[src/rtl/des_scan_byte_ctrl.sv]
// rtl/des_scan_byte_ctrl.sv - SPI byte command front-end for the DES controller and its scan chain
module des_scan_byte_ctrl #(
    parameter int SHIFT_BITS = 8
) (
    input  logic       clk,
    input  logic       rst_n,
    input  logic       rx_valid,
    input  logic [7:0] rx_byte,
    output logic [7:0] tx_byte,
    output logic       des_start,
    input  logic       des_busy,
    input  logic       des_done,
    output logic       scan_enable,
    output logic       scan_in,
    input  logic       scan_out,
    output logic       err
);
    localparam logic [7:0] OP_START  = 8'h01;
    localparam logic [7:0] OP_STATUS = 8'h02;
    localparam logic [7:0] OP_CLRERR = 8'h03;
    localparam logic [7:0] OP_SCAN   = 8'h10;
    localparam logic [3:0] LAST_BIT  = 4'(SHIFT_BITS - 1);
    localparam logic [7:0] CAP_MASK  = 8'((9'd1 << SHIFT_BITS) - 9'd1);

    typedef enum logic [1:0] {S_CMD, S_ARG, S_SHIFT, S_FIN} state_t;

    state_t     r_state;
    logic [7:0] r_tx_byte;
    logic [7:0] r_sh_data;
    logic [7:0] r_cap;
    logic [3:0] r_bit_cnt;
    logic       r_des_start;
    logic       r_scan_enable;
    logic       r_scan_in;
    logic       r_err;
    logic       r_done_sticky;
    logic [3:0] w_next_cnt;

    assign w_next_cnt  = r_bit_cnt + 4'd1;
    assign tx_byte     = r_tx_byte;
    assign des_start   = r_des_start;
    assign scan_enable = r_scan_enable;
    assign scan_in     = r_scan_in;
    assign err         = r_err;

    always_ff @(posedge clk or negedge rst_n) begin
        if (!rst_n) begin
            r_state       <= S_CMD;
            r_tx_byte     <= 8'h00;
            r_sh_data     <= 8'h00;
            r_cap         <= 8'h00;
            r_bit_cnt     <= 4'd0;
            r_des_start   <= 1'b0;
            r_scan_enable <= 1'b0;
            r_scan_in     <= 1'b0;
            r_err         <= 1'b0;
            r_done_sticky <= 1'b0;
        end else begin
            r_des_start <= 1'b0;
            case (r_state)
                S_CMD: begin
                    if (rx_valid) begin
                        case (rx_byte)
                            OP_START: begin
                                if (des_busy) r_err <= 1'b1;
                                else          r_des_start <= 1'b1;
                            end
                            OP_STATUS: begin
                                r_tx_byte     <= {5'b0, r_err, r_done_sticky, des_busy};
                                r_done_sticky <= 1'b0;
                            end
                            OP_CLRERR: r_err   <= 1'b0;
                            OP_SCAN:   r_state <= S_ARG;
                            default:   r_err   <= 1'b1;
                        endcase
                    end
                end
                S_ARG: begin
                    if (rx_valid) begin
                        r_sh_data     <= rx_byte;
                        r_cap         <= 8'h00;
                        r_bit_cnt     <= 4'd0;
                        r_scan_enable <= 1'b1;
                        r_scan_in     <= rx_byte[0];
                        r_state       <= S_SHIFT;
                    end
                end
                S_SHIFT: begin
                    if (rx_valid) r_err <= 1'b1;
                    // scan_out is the chain's bit k before this edge shifts sh_data[k] in
                    r_cap[r_bit_cnt[2:0]] <= scan_out;
                    if (r_bit_cnt == LAST_BIT) begin
                        r_scan_enable <= 1'b0;
                        r_scan_in     <= 1'b0;
                        r_state       <= S_FIN;
                    end else begin
                        r_bit_cnt <= w_next_cnt;
                        r_scan_in <= r_sh_data[w_next_cnt[2:0]];
                    end
                end
                S_FIN: begin
                    if (rx_valid) r_err <= 1'b1;
                    r_tx_byte <= r_cap & CAP_MASK;
                    r_bit_cnt <= 4'd0;
                    r_state   <= S_CMD;
                end
                default: r_state <= S_CMD;
            endcase
            // Placed last so a done pulse beats a same-cycle STATUS clear
            if (des_done) r_done_sticky <= 1'b1;
        end
    end
endmodule

[config.mk]
export PLATFORM = sky130hd
export DESIGN_NAME = des_scan_byte_ctrl
export DESIGN_NICKNAME = d
export VERILOG_FILES = /design/src/rtl/des_scan_byte_ctrl.sv
export SDC_FILE = /design/constraint.sdc
export NUM_CORES = 1
export LEC_CHECK = 0
export CAP_MARGIN = 25
export CORE_UTILIZATION = 48
export DETAILED_ROUTE_END_ITERATION = 8
export PLACE_DENSITY = 0.74
export SETUP_SLACK_MARGIN = 0.5
export SLEW_MARGIN = 15
export SYNTH_ARGS = -nofsm -noshare
export SYNTH_HDL_FRONTEND = slang
export SYNTH_SLANG_ARGS = --single-unit
export TNS_END_PERCENT = 30
[constraint.sdc]
create_clock -name clk -period 1.78 [get_ports clk]
set_input_delay 0.178 -clock clk [delete_from_list [all_inputs] [get_ports clk]]
set_output_delay 0.178 -clock clk [all_outputs]
set_load 0.02 [all_outputs]
==> results of run 1 <==
cells in the mapped netlist, drive strengths merged, types with 3 or more instances:
cell,n
inv,7
dfrtp,35
nor2,11
mux2i,3
mux2,9
o22ai,4
nand2,20
a21oi,10
nand3,5
nor3,4
a22o,5
o21ai,18
ha,5
buf,7
nor2b,5
layer usage:
| metal | GRT usage | vias to the layer above | routed length, um |
|---|---|---|---|
| met5 | 0 | - | 0 |
| met4 | 0.106 | 0 | 146 |
| met3 | 0.0625 | 16 | 280 |
| met2 | 0.449 | 77 | 2680 |
| met1 | 0.296 | 825 | 2090 |
| li1 | - | 792 | - |
registers in the layout, summed over array words and instances (netlist names):
name / cells
scan_in: 1
r_state: 2
r_cap: 8
tx_byte: 8
scan_enable: 1
r_done_sticky: 1
r_bit_cnt: 4
err: 1
des_start: 1
r_sh_data: 8
repair_timing:
action	CTS	global route
gates cloned	0	1
gates resized for setup	38	16
pin swaps	9	7
setup endpoints to repair	47	47
buffers inserted	10	5
through the flow:
stage / power, W / TNS, ns / instances / hold WS [ns]
2_1_floorplan: 0.00228 / 0 / 183 / -0.118
3_5_place_dp: 0.00285 / -0.0720 / 270 / 0.470
5_1_grt: 0.00460 / -0.0415 / 294 / 0.349
6_report: 0.00435 / 0 / 294 / 0.305
4_1_cts: 0.00393 / 0 / 288 / 0.326
3_3_place_gp: 0.00279 / -0.0222 / 270 / 0.463
worst reg2reg max path: cells and delay by family, from the launching register on:
kind | cells | cell delay, ns
DFF | 1 | 0.40
and+or+nand+nor | 1 | 0.46
buffers and inverters | 1 | 0.09
adders and majority gates | 1 | 0.15
AOI/OAI and AO/OA | 3 | 0.55
cell type report:
class | instances | area (sq um)
Inverter | 7 | 31.3
Sequential cell | 35 | 877
Tap cell | 48 | 60.1
Fill cell | 233 | 902
Multi-Input combinational cell | 133 | 1130
Clock inverter | 1 | 5.00
Timing Repair Buffer | 63 | 611
Clock buffer | 7 | 76.3
power by group:
| part | switching (W) | internal [W] |
|---|---|---|
| Sequential | 0.000130 | 0.00101 |
| Clock | 0.000268 | 0.000274 |
| Combinational | 0.00125 | 0.00141 |
cell families after synthesis:
family                   count (synthesis)  share of synthesized area
AND/OR/NAND/NOR                         61                      0.173
AO/OA/AOI/OAI                           52                      0.183
flip-flops                              35                      0.470
buffers and inverters                   15                     0.0403
multiplexers                            14                     0.0948
adder cells (fa/ha/maj)                  5                     0.0336
XOR/XNOR                                 1                    0.00471
worst paths after layout:
check                            from            to  slack, ns  cells after the start
setup / recovery           r_state[1]           err      0.007                      6
hold / removal                  rst_n     des_start       0.30                      2
setup reg to reg           r_state[1]           err      0.007                      6
hold reg to reg            tx_byte[3]    tx_byte[3]       0.48                      2
max in group asynchronous       rst_n  r_bit_cnt[2]       1.14                      2
min in group clk             rx_valid     des_start       0.42                      3
==> results.json, run 1 <==
{
  "status": "finished clean",
  "netlist_instances": 183,
  "final_util": 0.755,
  "crit_type": "reg2reg",
  "antenna-diode-count": 0,
  "num_vias": 1710,
  "rows": 22,
  "end_kind": "register",
  "path_common_cell": "a31oi_1",
  "dpl_cell_area_sq_um": 2320,
  "clock_latency_ns": 0.29,
  "ioPinCount": 26,
  "grt_pass1_vias": 1667,
  "htreeDepth": 2,
  "cts_hold_buf": 0,
  "cp.required_ns": 1.95,
  "setup_viol": 0,
  "chipWidth_um": 64.3,
  "drt_first_pass_iters": 4,
  "crit_buf_inv": 1,
  "leakage_nw": 1.21,
  "syn_nets": 202,
  "wirelength_um": 5190,
  "min_period_over_period": 0.996,
  "worstMarginPinSlew_ns": 0.442,
  "grt_pass1_wl_um": 7910,
  "wl_per_cell_um": 17.7,
  "area_growth_pct": 49.7,
  "core-area_sq_um": 3690,
  "drc": 0,
  "drtIter0Drc": 87,
  "synth.ff_latch_count": 35,
  "netlist.area_leader.share": 0.470,
  "hold_class": "in2async",
  "slew-limit-headroom": 0.706,
  "mostFrequentLayoutCells": "34 x dfrtp_1, 27 x buf_4, 24 x clkdlybuf4s50_1",
  "die_y_um": 64.3,
  "cp_top_family": "compound AO/OA/AOI/OAI gates",
  "syn_area_sq_um": 1860,
  "cts.clk_slew.worst_paths_ns": 0.07,
  "numCtsBuffers": 5,
  "grt_max_degree": 36,
  "overflow": 0,
  "dp_slack_ns": -0.0430,
  "p_per_area_nw_per_um2": 1560,
  "slew_violations": 0,
  "io_buffers": 25,
  "grt_setup_unrepaired": "yes",
  "fin_crit_ns": 1.77,
  "yosysSeqAreaShare": 0.470,
  "cts_sinks": 35,
  "ant_nets": 0,
  "timing.final.ws_setup_ns": 0.00698,
  "avgViaCountPerCell": 5.82,
  "arrival_ns": 1.94,
  "clk_path_buf_depth": 2,
  "cp_slowest_cell": "or4b_1",
  "place.gp.congestion": 0.886,
  "die_area_sq_um": 4130,
  "hold_viol": 0,
  "finish.instance_area_sq_um": 2790,
  "async_reset_ff_frac": 1.00,
  "hpwl_um": 3170,
  "synth_edf_count": 0,
  "max_stage_delay_ns": 0.46,
  "ys_types": 45,
  "initial_core_util": 0.505,
  "antenna_found_initial": 0,
  "yosys.area.top_type": "dfrtp_1",
  "timing.fmax_mhz": 564,
  "root_buffer": "clkbuf_8",
  "globalRouteTotalUtil": 0.256,
  "crit_path_start_kind": "register",
  "syn_avg_cell_area_sq_um": 10.2,
  "cts_tree": "built",
  "peakVddDrop_uv": 1160,
  "synth_ff_type": "dfrtp_1",
  "drive_gt1_frac": 0.346,
  "crit_chain": "inv_2 -> ha_4 -> or4b_1 -> a311o_1 -> a31oi_1 -> a31oi_1",
  "yosysWarnings": 0,
  "finClkSkew_ns": 0.00476,
  "final_nets": 264,
  "cp_max_fo": 4,
  "maxCapViolations": 0,
  "final_common_cell": "dfrtp_1",
  "synth_area_leaders": "dfrtp_1 47%, mux2_1 5.4%, nand2_1 4.0%"
}
No activity file was read; power rests on OpenSTA's default activity.
==> run 2, diff against run 1 <==
- TNS_END_PERCENT: 30 -> 20
==> results.json, run 2 (synthesized netlist as in run 1, its figures left out) <==
{
  "slew_violations": 0,
  "worstMarginPinSlew_ns": 0.438,
  "crit_chain": "inv_2 -> ha_4 -> or4b_1 -> a311o_1 -> a31oi_1 -> a31oi_1",
  "ant_nets": 0,
  "finish.instance_area_sq_um": 2700,
  "met1_usage": 0.276,
  "antenna-diode-count": 0,
  "crit_type": "reg2reg",
  "rows": 22,
  "reg2reg_depth": 6,
  "root_buffer": "clkbuf_8",
  "hpwl_um": 3170,
  "cp.required_ns": 1.95,
  "peakVddDrop_uv": 1260,
  "cts_tree": "built",
  "path_common_cell": "a31oi_1",
  "finClkSkew_ns": 0.00400,
  "fillers": 254,
  "area_growth_pct": 45.0,
  "drc": 0,
  "grt_setup_unrepaired": "yes",
  "r2r_end": "err",
  "status": "finished clean",
  "cts_hold_buf": 0,
  "numCtsBuffers": 5,
  "whs_ns": 0.309,
  "dp.cells": 270,
  "reg2reg_slack_ns": 0.01,
  "timing.fmax_mhz": 566,
  "clk_path_buf_depth": 2,
  "initial_core_util": 0.505,
  "cp_slowest_cell": "or4b_1",
  "wirelength_um": 4650,
  "clock_latency_ns": 0.29,
  "globalRouteTotalUtil": 0.247,
  "maxCapViolations": 0,
  "hold_class": "in2async",
  "wl_per_cell_um": 15.9,
  "htreeDepth": 2,
  "die_area_sq_um": 4130,
  "avgViaCountPerCell": 5.65,
  "leakage_nw": 1.16,
  "use_met2": 0.432,
  "io_buffers": 25,
  "min_period_over_period": 0.993,
  "chipWidth_um": 64.3,
  "mostFrequentLayoutCells": "34 x dfrtp_1, 28 x buf_4, 24 x clkdlybuf4s50_1",
  "arrival_ns": 1.93,
  "die_y_um": 64.3,
  "cts_sinks": 35,
  "final_util": 0.732,
  "cts.clk_slew.worst_paths_ns": 0.07,
  "num_vias": 1650,
  "p_per_area_nw_per_um2": 1530,
  "met3_usage": 0.0625,
  "fin_cells": 292,
  "overflow": 0,
  "final_common_cell": "dfrtp_1",
  "drt_first_pass_iters": 4,
  "grt_pass1_vias": 1664,
  "cp_max_fo": 4,
  "setup_viol": 0,
  "drive_gt1_frac": 0.299,
  "final_nets": 262,
  "place.gp.congestion": 0.886,
  "fin_crit_ns": 1.77,
  "grt.busiest_layer": "met2",
  "hold_viol": 0,
  "crit_path_start_kind": "register",
  "max_stage_delay_ns": 0.45,
  "dpl_cell_area_sq_um": 2320,
  "slew-limit-headroom": 0.708,
  "antenna_found_initial": 0,
  "grt_max_degree": 36,
  "ioPinCount": 26,
  "core-area_sq_um": 3690,
  "end_kind": "register",
  "grt_pass1_wl_um": 7660,
  "drtIter0Drc": 82,
  "r2r_start": "r_state[1]"
}
[run 2: changes by cell type in the layout (fill, tap and decap cells not counted), sizes merged]
| cell | delta |
|---|---|
| buf | -1 |
| clkbuf | -1 |
[run 2: per-stage QoR]
step                      setup TNS [ns]  setup slack (ns)  power [W]
after global placement           -0.0222           -0.0222    0.00279
after global routing             -0.0203           -0.0203    0.00437
after CTS                              0             0.121    0.00386
after floorplan                        0             0.129    0.00228
final                                  0            0.0124    0.00412
after detailed placement         -0.0720           -0.0430    0.00285
[run 2: worst max-delay path by stage]
stage	from	endpoint	slack (ns)	cells past startpoint
finish	r_state[1]	err	0.01	6
global placement	rx_byte[1]	err	-0.02	5
floorplan	r_state[0]	err	0.13	6
detailed placement	rx_byte[1]	err	-0.04	5
CTS	r_state[0]	err	0.12	6
global route	r_state[1]	err	-0.02	6
[run 2: final cells by class]
cell class              instances  area [sq um]  area share
repair buffers                 61           579       0.215
clock inverters                 1          5.00     0.00185
clock buffers                   7          76.3      0.0283
multi-input cells             133          1070       0.396
well taps                      48          60.1      0.0223
inverters                       7          31.3      0.0116
flip-flops and latches         35           877       0.325
[run 2: power by group]
part	internal, W	total (W)	switching [W]	leakage [nW]
logic	0.00129	0.00244	0.00115	0.680
registers	0.00101	0.00113	0.000119	0.439
clock network	0.000274	0.000545	0.000271	0.0422
total	0.00257	0.00412	0.00154	1.16
[run 2: routing by layer]
layer	routed length [um]	part of all wire
met3	241	0.052
met4	139	0.030
met1	1910	0.41
met2	2360	0.51
met5	0	0
[run 2: critical path, delay by kind of cell, from the launching register on]
kind,cells,cell delay [ns]
compound gates,3,0.54
simple gates,1,0.45
flops,1,0.40
fa+ha+maj,1,0.15
buf+inv,1,0.10
[run 2: timing repair]
action | in CTS | in global routing
buffers inserted | 10 | 4
resized for setup | 30 | 9
endpoints found under the setup margin | 47 | 47
pin swaps | 8 | 3
==> run 3, diff against run 2 <==
- DONT_BUFFER_PORTS: unset -> 1
- PLACE_DENSITY: 0.74 -> 0.65
- SLEW_MARGIN: 15 -> unset
==> results.json, run 3 (synthesized netlist as in run 1, its figures left out) <==
{
  "drc": 0,
  "area_growth_pct": 25.1,
  "final_nets": 228,
  "power_w": 0.00379,
  "io_buffers": 0,
  "initial_core_util": 0.505,
  "crit_path_start_kind": "register",
  "end_kind": "register",
  "dp_slack_ns": 0.0584,
  "hpwl_um": 2900,
  "antenna-diode-count": 0,
  "p_per_area_nw_per_um2": 1630,
  "peakVddDrop_uv": 953,
  "root_buffer": "clkbuf_8",
  "die_y_um": 64.3,
  "final_common_cell": "dfrtp_1",
  "slew-limit-headroom": 0.660,
  "hold_class": "in2reg",
  "wl_per_cell_um": 17.0,
  "timing.final.ws_setup_ns": 0.0666,
  "grt_pass1_wl_um": 7310,
  "wirelength_um": 4390,
  "numCtsBuffers": 5,
  "min_period_over_period": 0.963,
  "hold_viol": 0,
  "drive_gt1_frac": 0.286,
  "grt_pass1_vias": 1568,
  "core-area_sq_um": 3690,
  "ioPinCount": 26,
  "htreeDepth": 2,
  "slew_violations": 0,
  "maxCapViolations": 0,
  "grt_max_degree": 36,
  "worstMarginPinSlew_ns": 0.507,
  "drt_first_pass_iters": 4,
  "arrival_ns": 1.87,
  "grt_setup_unrepaired": "yes",
  "mostFrequentLayoutCells": "34 x dfrtp_1, 19 x buf_4, 18 x nand2_1",
  "rows": 22,
  "status": "finished clean",
  "drtIter0Drc": 120,
  "finClkSkew_ns": 0.00869,
  "clock_latency_ns": 0.29,
  "cp.required_ns": 1.94,
  "finish.instance_area_sq_um": 2330,
  "cp_max_fo": 3,
  "num_vias": 1559,
  "cts.clk_slew.worst_paths_ns": 0.07,
  "cts_tree": "built",
  "dpl_cell_area_sq_um": 1970,
  "cts_sinks": 35,
  "place.gp.congestion": 0.807,
  "setup_viol": 0,
  "whs_ns": 0.0198,
  "antenna_found_initial": 0,
  "avgViaCountPerCell": 6.04,
  "die_area_sq_um": 4130,
  "overflow": 0,
  "ant_nets": 0,
  "timing.fmax_mhz": 584,
  "chipWidth_um": 64.3,
  "globalRouteTotalUtil": 0.232,
  "fin_crit_ns": 1.71,
  "final_util": 0.631,
  "crit_type": "reg2reg",
  "clk_path_buf_depth": 2,
  "leakage_nw": 0.977
}
==> run 3: changes by cell type in the layout (fill, tap and decap cells not counted), moves of 3 or more <==
cell,before,now
buf_4,28,19
mux2_4,5,1
clkdlybuf4s50_1,24,0
mux2_1,4,8
dlygate4sd3_1,0,3
==> run 3: path summary, 6_finish.rpt <==
| path | endpoint | cells after the start | from | slack (ns) |
|---|---|---|---|---|
| worst min-delay path | r_sh_data[0] | 1 | rx_byte[0] | 0.02 |
| worst max register to register | err | 6 | r_state[1] | 0.07 |
| worst max-delay path | err | 6 | r_state[1] | 0.07 |
| max in group asynchronous | r_bit_cnt[0] | 2 | rst_n | 1.22 |
| min in group asynchronous | r_cap[3] | 2 | rst_n | 0.37 |
| worst min register to register | r_done_sticky | 1 | r_done_sticky | 0.50 |
==> run 3: metrics by stage <==
| stage | instances | TNS [ns] |
|---|---|---|
| final | 258 | 0 |
| after global routing | 258 | -0.0104 |
| after CTS | 252 | 0 |
| after detailed placement | 234 | 0 |
| after global placement | 234 | 0 |
| after floorplan | 183 | 0 |
==> run 3: repair_timing <==
action	in CTS	in global routing
endpoints found under the hold margin	37	0
pin swaps	5	1
setup buffers	6	5
endpoints found under the setup margin	33	34
resized for setup	13	18
gates cloned	0	1
hold buffers	4	0
==> run 3: where the power goes <==
group	switching [W]	internal, W
clock	0.000272	0.000353
combinational	0.000978	0.000983
sequential	0.000193	0.00101
total	0.00144	0.00235
==> run 3: final cells by class <==
| type | count | area [sq um] |
|---|---|---|
| Sequential cell | 35 | 877 |
| Tap cell | 48 | 60.1 |
| Fill cell | 303 | 1360 |
| Multi-Input combinational cell | 133 | 1030 |
| Timing Repair Buffer | 27 | 238 |
| Clock buffer | 8 | 100 |
| Inverter | 7 | 26.3 |
==> run 3: routing by layer <==
layer	track usage	vias up	share of wire
met5	0	-	0
met4	0.0833	0	0.016
met3	0.0714	10	0.075
met2	0.384	70	0.49
met1	0.284	761	0.41
li1	-	718	-
==> run 3: critical path, stage by stage (launching register included) <==
cell and delay [ns]:
dfrtp_1 0.41, inv_2 0.09, ha_2 0.18, or4b_1 0.44, a311o_1 0.28, a31oi_1 0.13
a31oi_1 0.06
